## config.mk

```make
export PLATFORM = sky130hd
export DESIGN_NAME = esi_loopback_buffer
export DESIGN_NICKNAME = d
export VERILOG_FILES = /design/src/rtl/esi_loopback_buffer.sv
export SDC_FILE = /design/constraint.sdc
export NUM_CORES = 1
export LEC_CHECK = 0
export BUFFER_PORTS_ARGS = -buffer_cell sky130_fd_sc_hd__buf_2
export CAP_MARGIN = 20
export CORE_MARGIN = 10
export CORE_UTILIZATION = 30
export DETAILED_ROUTE_END_ITERATION = 10
export HOLD_SLACK_MARGIN = 0.08
export PLACE_DENSITY = 0.51
export SLEW_MARGIN = 20
export SYNTH_ARGS = -nofsm -noshare
export SYNTH_HDL_FRONTEND = slang
export SYNTH_SLANG_ARGS = --single-unit
```

## constraint.sdc

```tcl
create_clock -name clk -period 6.72 [get_ports clk]
set_input_delay 1.008 -clock clk [delete_from_list [all_inputs] [get_ports clk]]
set_output_delay 1.008 -clock clk [all_outputs]
set_load 0.01 [all_outputs]
```

## src/rtl/esi_loopback_buffer.sv

```systemverilog
// esi_loopback_buffer: small FIFO that loops ESI endpoint output messages back
// into the endpoint input. One-cycle latency, full-throughput valid/ready on both
// sides, InReady driven purely from registered state.
// Optional statistics counters are enabled by defining ESI_LOOPBACK_STATS_EN.
module esi_loopback_buffer #(
    parameter int TYPE_SIZE_BITS = 192,
    parameter int DEPTH          = 4
) (
    input  logic                      clk,
    input  logic                      rstn,
    input  logic                      InValid,
    output logic                      InReady,
    input  logic [TYPE_SIZE_BITS-1:0] InData,
    output logic                      OutValid,
    input  logic                      OutReady,
    output logic [TYPE_SIZE_BITS-1:0] OutData,
    output logic [$clog2(DEPTH):0]    Occupancy,
    output logic [31:0]               MsgsIn,
    output logic [31:0]               MsgsOut
);

    localparam int AW = $clog2(DEPTH);
    localparam logic [AW:0] FULL_COUNT = DEPTH[AW:0];

    // Message storage; no reset needed, contents only read while occupied.
    logic [TYPE_SIZE_BITS-1:0] mem [DEPTH];

    logic [AW-1:0] wr_ptr_reg;
    logic [AW-1:0] rd_ptr_reg;
    logic [AW:0]   occ_reg;
    // Held low through reset so InReady reads 0 in the reset cycle.
    logic          active_reg;

    logic push;
    logic pop;

    assign InReady   = active_reg && (occ_reg < FULL_COUNT);
    assign OutValid  = (occ_reg != '0);
    assign push      = InValid && InReady;
    assign pop       = OutValid && OutReady;
    assign Occupancy = occ_reg;

    // Head is read straight from storage at the read pointer (distributed RAM),
    // which gives the one-cycle push-to-present latency. It only changes on a pop
    // or on the first push into an empty buffer, so it is stable while stalled.
    assign OutData = mem[rd_ptr_reg];

    // Store accepted messages at the write pointer.
    always_ff @(posedge clk) begin
        if (push) begin
            mem[wr_ptr_reg] <= InData;
        end
    end

    // Pointer and occupancy bookkeeping; pointers wrap naturally at DEPTH.
    always_ff @(posedge clk) begin
        if (!rstn) begin
            wr_ptr_reg <= '0;
            rd_ptr_reg <= '0;
            occ_reg    <= '0;
            active_reg <= 1'b0;
        end else begin
            active_reg <= 1'b1;
            if (push) begin
                wr_ptr_reg <= wr_ptr_reg + 1'b1;
            end
            if (pop) begin
                rd_ptr_reg <= rd_ptr_reg + 1'b1;
            end
            case ({push, pop})
                2'b10:   occ_reg <= occ_reg + 1'b1;
                2'b01:   occ_reg <= occ_reg - 1'b1;
                default: occ_reg <= occ_reg;
            endcase
        end
    end

`ifdef ESI_LOOPBACK_STATS_EN
    logic [31:0] msgs_in_reg;
    logic [31:0] msgs_out_reg;

    // Free-running message counters, wrapping at 2^32.
    always_ff @(posedge clk) begin
        if (!rstn) begin
            msgs_in_reg  <= '0;
            msgs_out_reg <= '0;
        end else begin
            if (push) begin
                msgs_in_reg <= msgs_in_reg + 32'd1;
            end
            if (pop) begin
                msgs_out_reg <= msgs_out_reg + 32'd1;
            end
        end
    end

    assign MsgsIn  = msgs_in_reg;
    assign MsgsOut = msgs_out_reg;
`else
    assign MsgsIn  = '0;
    assign MsgsOut = '0;
`endif

endmodule

```

# After elaboration in Yosys (flattened, before gate mapping)

Memories as Yosys holds them, arrays and structs flattened. A register that Yosys moved wholly into a read port is not among the register bits.
Cells that the tools add are included.

Input port bits: 196
Memories kept: 1
RAM bits: 768
Bits in registers: 8
Output and inout bits: 261

Equality and inequality tests: 2
Multiplexer cells: 6
Add/subtract/negate cells: 4
$lt $le $gt $ge: 1
Reductions and logical operators: 5

Memory list:

| name | depth | width | read ports | clocked after memory_dff | wr ports | line | RTL |
|---|---|---|---|---|---|---|---|
| mem  | 4     | 192   | 1          | 1                        | 1        | 26   | `logic [TYPE_SIZE_BITS-1:0] mem [DEPTH];` |

Operators with widths:

| operator                                           | number |
|---|---|
| one-hot mux 3 bit (2 select lines)                 | 1 |
| adder 2 x 1 -> 2 bit (second input constant)       | 2 |
| 2-to-1 mux 2 bit                                   | 2 |
| adder 3 x 1 -> 3 bit (second input constant)       | 1 |
| logical AND 1 bit                                  | 3 |
| less-than comparator 3 bit (second input constant) | 1 |
| 2-to-1 mux 1 bit                                   | 3 |
| nonzero test 3 bit                                 | 1 |
| subtractor 3 x 1 -> 3 bit (second input constant)  | 1 |
| == test 2 x 1 -> 1 bit (second input constant)     | 1 |
| == test 2 bit (second input constant)              | 1 |
| nonzero test 2 bit                                 | 1 |

# Depth between registers and ports, before layout

Depth in word-level cells: 5
Mapped depth: 9
Gate-level depth less buffers: 8

# Worst setup path after synthesis

No wires, ideal clock.

Kind: in2reg
From: in InValid
To: mem mem[2][0], enable pin
Cell stages on the path: 3
Setup slack: 0.352 ns
Arrival: 5.793 ns
Required time: 6.144 ns
Setup time: 0.576 ns
Cell sequence: and3b_1 clkbuf_1 and2_1

Longest elaborated chain between the ends: 3

RTL lines:

| what                                   | line | RTL |
|---|---|---|
| start, declared                        | 11   | `input logic InValid,` |
| logical AND 1 bit                      | 39   | `assign push = InValid && InReady;` |
| 2-to-1 mux 1 bit                       | 50   | `if (push) begin` |
| 2-to-1 mux 1 bit (not written as such) | 51   | `mem[wr_ptr_reg] <= InData;` |
| end, declared                          | 26   |  |

Every way passes these cells.

==> key figures <==
Outcome
  • Outcome: complete, no violations

Timing
  • Fraction of the cycle the final worst path needs: between 60% and 70%
  • Tightest hold margin: approximately 570 ps
  • Hold violation total from the final report: 0
  • Worst-case headroom to the max-slew limit: between 20% and 30%
  • Final count of negative-setup-slack endpoints: 0
  • Setup TNS: 0 ps
  • Max Transition Viols Final: 0
  • Clock skew after layout: 24.7 ps
  • Setup repair after global routing missed its margin: false
  • Period minus WS final: between 4000 and 5000 ps
  • Transition time at the pin with the least slew margin: between 1000 and 1500 ps
  • Highest achievable clock rate: about 240 MHz

Global routing
  • Global route total overflow: 0
  • Global-route wire length before repair: between 90 and 100 mm
  • Pin count of the biggest net entering global routing: 112
  • Tot GR Track Use: between 10 and 15%
  • Antenna violations before repair: 21
  • Number of global-route vias before repair: 13975

Route
  • DRC violations left: 0
  • Final wirelength: around 62 mm
  • Antenna viol nets, final: 0
  • Mean number of vias per cell: roughly 4.4
  • Iteration count of the initial detailed-routing pass: 5
  • DR vias: 12822
  • DRC violation total after the first TritonRoute iteration: about 770
  • Avg WL per Cell: about 21 um

Synthesis
  • Share of synthesized cell area in and, or, nand and nor gates: 0.346%
  • Mean cell area of the mapped netlist: ~26 um2
  • Area share of fa/ha/maj cells after synthesis: less than 1%
  • Share of synthesized area occupied by flip-flops and latches: 80.5%
  • Largest family of logic cells by synthesized area: multiplexers
  • Area share of the leading cell type in the synthesized netlist: between 70 and 80%
  • Compound-gate portion of the synthesized area: 0.121%
  • Number of register bits inferred by synthesis: between 700 and 800
  • Proportion of synthesized area in mux cells: between 10% and 20%
  • Cell type with the largest total area after synthesis: edfxtp_1
  • Post-synthesis share of cell area spent on xor and xnor gates: 0.152%
  • Leading post-synthesis cells by cell area: edfxtp_1 80%, mux4_2 15%, buf_4 1.7%, buf_12 1.4%, dfxtp_1 0.69%
  • Synthesized cell area: about 29000 um2
  • Yosys warns: 0
  • Number of cells produced by synthesis: about 1100
  • Number of distinct standard cells referenced by the synthesized netlist: 24

Clock network
  • Post-CTS Hold Buffers: 0
  • Clock latency of the later-clocked register in the worst-skew pair: about 640 ps
  • Number of buffers on the longest clock path: 3
  • H-tree depth reported by CTS: 3
  • TritonCTS clock tree: built
  • Clock tree sinks: 778
  • Number of buffers created by CTS: 85
  • Number of instances resized during post-cts repair: 0
  • Clock root buffer: clkbuf_16
  • Clock edge transition at the registers on the reported setup and hold paths: ~60 ps
  • Post-CTS Setup Inserts: 0

Floorplanning
  • Placeable core region: roughly 95000 um2
  • Overall die width: between 300 and 400 um
  • Die Span Y: around 330 um
  • IO Pins: 457
  • Starting Density: a little under a third
  • Die Area: between 100000 and 150000 um2
  • Number of placement rows: 113

Hold path
  • Worst hold endpoint: wr_ptr_reg[1]$_SDFFE_PN0P_
  • Worst hold start: wr_ptr_reg[1]$_SDFFE_PN0P_
  • Hold path depth: 2
  • Class of the tightest hold or removal check: reg2reg

Place
  • Detailed placer's ending HPWL: around 38 mm
  • Routability congestion estimate from global placement: approximately 0.7
  • Number of buffers inserted by port buffering: approximately 390

Setup path
  • CP Capture Type: output port
  • Maximum fanout along the worst path: between 100 and 150
  • Critical Path AT: 3160 ps
  • Type of element launching the critical path: flip-flop
  • Depth of the worst register-to-register path: 3
  • WS Path Type: reg2out
  • R2r setup slk: 3960 ps
  • Capture point of the worst reg-to-reg path: mem[2][141]$_DFFE_PP_
  • CP required: ~5700 ps
  • Startpoint of the most critical register-to-register path: Occupancy[2]$_SDFFE_PN0P_

Power
  • Leak: 11.3 nW
  • Total power density per cell area: 357 nW/um2
  • Maximum VDD drop: approximately 0.22 mV

Layout
  • Number of nets in the layout: 1768
  • Share of layout cells above drive strength 1: approximately 44%
  • Flip-flop count of the largest register after layout: approximately 770
  • Layout-stage area growth over the synthesis result: 19.8%
  • Top reg by flops: mem

Run
  • MaxCap Viol Count: 0
-- report_power, final --
part	internal [W]	switching [W]	total, W
logic	0.00107	0.00114	0.00221
clock network	0.00265	0.00182	0.00447
registers	0.00555	0.000130	0.00568
total	0.00928	0.00308	0.0124
-- cell families after synthesis --
logic type,count (synthesis)
simple gates,16
buf+inv,114
flops,778
xor+xnor,5
fa+ha+maj,6
compound gates,5
mux,193
other cells,1
-- synthesized netlist by cell type --
cell type    n
mux4_2     192
mux2i_1      1
ha_1         5
buf_12      20
buf_4       65
o311ai_0     1
clkbuf_1     4
xor2_1       1
and3b_1      1
xnor2_1      4
buf_2       18
and2_1       8
nor2b_1      4
fa_1         1
a21boi_0     1
conb_1       1
or3_1        2
buf_6        1
dfxtp_1     10
o21ai_0      2
nand2_1      1
o31a_1       1
inv_1        6
edfxtp_1   768
-- cell usage in the layout (no fill, tap or decap), types with 2 or more instances in the layout --
cell        netlist  routed
edfxtp_1        768     768
clkinv_8          0       2
buf_4            65       7
clkbuf_8          0       2
clkinv_1          0      24
o21ai_0           2       2
bufinv_16         0       7
and2_4            0       4
and2_1            8       4
diode_2           0       3
conb_1            1      64
inv_1             6       6
nor2b_1           4       4
xnor2_1           4       4
dfxtp_4           0       2
or3_1             2       2
clkbuf_16         0      87
mux4_2          192     192
buf_12           20       7
inv_6             0       4
buf_2            18     392
clkinv_2          0      13
ha_1              5       5
clkbuf_1          4      12
dfxtp_1          10       8
clkinvlp_4        0       4
-- routing by layer --
| layer | global-route usage [%] | up-vias | part of all wire [%] |
|---|---|---|---|
| met4 | 3.19 | 34 | 2.2 |
| met1 | 13.6 | 6684 | 39 |
| li1 | - | 5552 | - |
| met3 | 4.79 | 130 | 9.4 |
| met5 | 0 | - | 0.35 |
| met2 | 18.0 | 422 | 48 |
-- cell type report --
type | count | area (um2)
multi-input combinational | 289 | 4850
clock buffer | 101 | 2250
antenna | 3 | 7.51
sequential | 778 | 23300
inverter | 6 | 22.5
timing repair buffer | 406 | 2150
clock inverter | 54 | 463
fill | 8833 | 60700
tap | 1265 | 1580
-- critical path, cell delays in order (launching register included) --
cell     delay [ps]
dfxtp_4         940
buf_12          440
mux4_2          470
buf_2           170
-- through the flow --
stage	std cells	utilization [%]	worst slack, ps	instance area (um2)	power (W)
6_report	2902	36.3	2560	34600	0.0124
3_3_place_gp	2744	33.4	3160	31900	0.00807
2_1_floorplan	1181	-	352	29100	0.00743
4_1_cts	2899	36.3	2430	34600	0.0126
5_1_grt	2901	36.3	2270	34600	0.0130
3_5_place_dp	2744	33.4	3170	31900	0.00809
-- how the worst max path moves through the flow --
stage,cells after the start,end,start
final,3,OutData[77],flip-flop
after global routing,3,OutData[24],flip-flop
after CTS,3,OutData[98],flip-flop
after detailed placement,3,OutData[98],flip-flop
after global placement,3,OutData[98],flip-flop
after floorplan,3,mem[2][0]$_DFFE_PP_,InValid
Note: power is estimated with default switching activity, not from simulation.
